[src/rtl/accum_multiplier.sv]
// Shift-and-add unsigned multiplier: one accumulate step per multiplier bit,
// full 2N-bit product after N+1 cycles; each release of reset starts a new operation.
module accum_multiplier #(
    parameter int N = 32
) (
    input  logic             clock,
    input  logic             reset,
    input  logic [N-1:0]     multiplicand,
    input  logic [N-1:0]     multiplier,
    output logic [2*N-1:0]   out,
    output logic             done
);

    localparam int CW = $clog2(N) + 1;

    typedef enum logic [1:0] {LOAD, RUN, DONE} state_t;

    state_t          state;
    logic [2*N-1:0]  acc;
    logic [2*N-1:0]  mcand;
    logic [N-1:0]    mplr;
    logic [CW-1:0]   count;

    assign out = acc;

    always_ff @(posedge clock) begin
        if (!reset) begin
            state <= LOAD;
            acc   <= '0;
            mcand <= '0;
            mplr  <= '0;
            count <= '0;
            done  <= 1'b0;
        end else begin
            case (state)
                LOAD: begin
                    mcand <= {{N{1'b0}}, multiplicand};
                    mplr  <= multiplier;
                    acc   <= '0;
                    count <= '0;
                    state <= RUN;
                end
                RUN: begin
                    if (mplr[0])
                        acc <= acc + mcand;
                    mcand <= mcand << 1;
                    mplr  <= mplr >> 1;
                    count <= count + 1'b1;
                    // done is raised on the same edge as the last accumulate
                    if (count == CW'(N - 1)) begin
                        state <= DONE;
                        done  <= 1'b1;
                    end
                end
                DONE: begin
                end
                default: state <= LOAD;
            endcase
        end
    end

endmodule

[config.mk]
export PLATFORM = sky130hd
export DESIGN_NAME = accum_multiplier
export DESIGN_NICKNAME = d
export VERILOG_FILES = /design/src/rtl/accum_multiplier.sv
export SDC_FILE = /design/constraint.sdc
export NUM_CORES = 1
export LEC_CHECK = 0
export CORE_UTILIZATION = 50
export CTS_CLUSTER_SIZE = 14
export DETAILED_ROUTE_END_ITERATION = 10
export GPL_TIMING_DRIVEN = 0
export PLACE_DENSITY = 0.73
export SYNTH_ARGS = -nofsm -noshare
export SYNTH_HDL_FRONTEND = slang
export SYNTH_SLANG_ARGS = --single-unit
[constraint.sdc]
create_clock -name clock -period 3.35 [get_ports clock]
set_input_delay 0.67 -clock clock [delete_from_list [all_inputs] [get_ports clock]]
set_output_delay 0.67 -clock clock [all_outputs]
set_load 0.02 [all_outputs]
==> out/summary.txt <==
==========================================================================================
Number of clock buffers inserted by TritonCTS                                           17
# diodes                                                                                 0
Maximum Capacitance Violations                                                           0
DRT iter0 DRCs                                                                         611
Reg power frac                                                                       46.8%
Largest voltage drop on the vdd net                                               269.2 µV
Internal power consumption                                                        3.319 mW
Detail Route met3 WL                                                               1245 µm
Number of core rows                                                                     52
Max Clock Skew                                                                  0.01379 ns
Gate family responsible for the most delay along the worst path               compound AO/OA/AOI/OAI gates
Initial Utilization                                                                 51.20%
Horizontal die dimension                                                          146.4 µm
Result of the run                                                             finished clean
Worst Path Buf+Inv                                                                       0
Comb pwr share                                                                        9.0%
Setup repair after global routing missed its margin                                     no
Clock network fraction of total power                                                44.2%
Cell area after technology mapping                                               10430 µm²
Largest cells by area after synthesis                                         dfxtp_1, o21ai_0, nand2_1
Data arrival time of the critical path                                             3.52 ns
CP max stage delay                                                                 0.44 ns
Later-pin clock latency in the skew report                                         0.44 ns
Post-synthesis net count                                                              1457
Actual slew at the worst max-slew pin                                            0.9508 ns
Routed vias                                                                           9809
DP Wirelength                                                                     21250 µm
Number of antenna violations at the first check in global routing                        0
Post-layout power                                                                 4.493 mW
Clock edge transition at the registers on the reported setup and hold paths        0.07 ns
Leakage                                                                           4.999 nW
Share of Yosys cell area claimed by the top area cell type                          32.45%
Via count of the first global-routing pass                                            9366
Crit path required time                                                            3.65 ns
Total of warnings raised by yosys                                                        0
CTS HTree Levels                                                                         4
Floorplan Core Area                                                              20360 µm²
Post-Place Setup Slack                                                          -0.3588 ns
Min-Delay Path Class                                                            reg -> reg
Setup violations, final                                                                  0
Core occupancy in the finished layout                                               62.49%
Net switching fraction of the power                                                 26.13%
First-pass GRT wire length                                                        46090 µm
Clock root buffer                                                                clkbuf_16
Peak fanout along the critical path                                                      4
1st-pass router iterations                                                               5
Final wirelength                                                                  28170 µm
Slew Viols, Final                                                                        0
Max-slew headroom                                                                   36.61%
Post-route DRC                                                                           0
Library cell occupying the most area in the post-synthesis netlist                 dfxtp_1
# port buffers                                                                         130
Largest net degree at the start of global routing                                       18
Uppermost layer routed                                                                met4
Maximum clock path buffer count                                                          2
Total of fill cells in the finished design                                            1827
Slowest stage cell on the critical path                                            a311o_2
Layout cells sized above 1                                                          3.293%
Startpoint type of the worst setup path                                           register
Via count normalized by instance count                                               5.580
Final cell count without fillers                                                      1758
Met1 routed wirelength after detailed routing                                     13050 µm
Number of register bits inferred by synthesis                                          169
Final critical-path share of the clock period                                       96.13%
Capturing element type of the critical path                                       register
Top FF cell, synth                                                                 dfxtp_1
Global placement routability congestion                                             0.9251
Library cells used by synthesis                                                         56
Kind of critical path                                                           reg -> reg
TritonCTS clock tree                                                                  done
Count of flip-flops with a built-in enable after synthesis                               0
Cell seen most often among critical-path stages                                    o21ai_0
Switching power                                                                   1.174 mW
Shortest period the worst path allows                                             3.220 ns
Die boundary height                                                               146.4 µm
All-Layer GR Usage                                                                  26.44%
Number of nets in the final layout                                                    1606
Max Clock Freq                                                                  0.3105 GHz
Overflow after GRT                                                                       0
Total length of routed met2 wires                                                 13380 µm
Setup bufs post-CTS                                                                      0
Share of synthesized registers carrying an async set or reset                           0%
Sequential fraction of the synthesis area                                           32.45%
Number of endpoints with negative hold slack in the final report                         0
Die Outline Area                                                                 21430 µm²
Cell count after placement                                                            1726
Post-synthesis area per instance                                                 7.863 µm²
Routed len/inst                                                                   16.03 µm
Worst hold margin                                                                0.4869 ns
Setup ws final                                                                   0.1298 ns
Cell chain of the critical path                                               ha_1 -> a211oi_1 -> o21bai_1 -> and2_4 -> a311o_2 -> a311oi_4 -> o21ai_0 -> a21boi_0 -> xor2_1 -> o21ai_0
Number of nets with antenna violations after detailed routing                            0
Number of top-level pins                                                               131
Number of instances in the synthesized netlist                                        1326
Synth-to-layout area growth                                                         22.06%
Number of sinks driven by the clock tree                                               169
Cell area power density                                                       353.1 nW/µm²
==========================================================================================
## synthesized netlist by cell type (3+ instances only)
master and number:
nand2_1 216, dfxtp_1 169, o21ai_0 163, and2_1 100, a21oi_1 77, clkbuf_1 69, ha_1 64, mux2i_1 63
nor2b_1 46, nor2_1 39, a21o_1 37, a22oi_1 33, xnor2_1 33, xor2_1 25, inv_1 21, nand3_1 19
nor3_1 18, nand4_1 16, o21bai_1 15, o21a_1 13, buf_1 10, a31oi_1 9, and3_1 8, a21boi_0 5
o31ai_1 5, or3_1 5, nor4_1 4, a211oi_1 3, a221oi_1 3, nand2b_1 3, o211ai_1 3, o21ai_1 3
## worst reg2reg max path: cells and delay by family (launching register included)
kind,cells,cell delay (ns)
compound gates,7,1.99
xor+xnor,1,0.22
fa+ha+maj,1,0.28
flops,1,0.42
simple gates,1,0.19
## cells in the final DEF, fill, tap and decap left out, types with 19 or more instances in the layout
master and instances:
nand2_1 216, dfxtp_1 169, o21ai_0 161, clkdlybuf4s50_1 130
and2_1 100, a21oi_1 75, clkbuf_1 70, ha_1 64
mux2i_1 63, nor2b_1 46, nor2_1 39, a21o_1 37
a22oi_1 33, xnor2_1 33, xor2_1 25, inv_1 21
nand3_1 19
## through the flow
stage | setup TNS (ns) | area (µm²)
finish | 0 | 12730
global route | 0 | 12730
global placement | -0.5310 | 12070
CTS | 0 | 12680
floorplan | 0 | 10430
detailed placement | -0.5165 | 12070
## flip-flops by register name (all words and copies together) (netlist names)
name   cells
out       64
count      6
mcand     64
done       1
state      2
mplr      32
## cells by family (layout without fill, tap and decap cells)
| kind of cell | count (synthesis) | in the layout | synth area share, % |
|---|---|---|---|
| XOR/XNOR | 58 | 58 | 4.872 |
| flip-flops | 169 | 169 | 32.45 |
| AO/OA/AOI/OAI | 392 | 392 | 22.90 |
| buffers and inverters | 101 | 263 | 3.648 |
| AND/OR/NAND/NOR | 478 | 478 | 22.21 |
| multiplexers | 63 | 63 | 6.048 |
| adder cells (fa/ha/maj) | 65 | 65 | 7.872 |
## final timing paths
check                start  endpoint  slack (ns)  cells past startpoint
setup / recovery  mcand[1]   out[25]        0.13                     10
setup reg to reg  mcand[1]   out[25]        0.13                     10
hold reg to reg    out[42]   out[42]        0.49                      2
hold / removal     out[42]   out[42]        0.49                      2
## timing repair
item | in CTS | in global routing
setup endpoints to repair | 2 | 13
resized for setup | 4 | 12
gates cloned | 0 | 0
pin swaps | 0 | 2
hold buffers | 0 | 0
## area by class of cell
class | instances | area [µm²] | share of cell area, %
buffer | 80 | 301.5 | 2.369
sequential | 169 | 3383 | 26.59
clock buffer | 18 | 429.2 | 3.372
inverter | 21 | 78.83 | 0.6194
timing repair buffer | 130 | 1301 | 10.23
tap | 270 | 337.8 | 2.655
clock inverter | 14 | 157.7 | 1.239
multi-input combinational | 1056 | 6736 | 52.93
## power groups by stage
stage	sequential, mW	clock, mW	combinational (mW)
after floorplan	2.14	0	0.247
after detailed placement	2.15	0	0.405
final	2.10	1.99	0.406
after CTS	2.10	2.00	0.407
after global routing	2.11	2.08	0.450
after global placement	2.15	0	0.397
## metal layers
metal	up-vias	track usage, %
met2	234	44.64
li1	4966	-
met1	4576	34.33
met3	33	4.750
met4	0	7.760
met5	-	0
No activity file was read; power rests on OpenSTA's default activity.
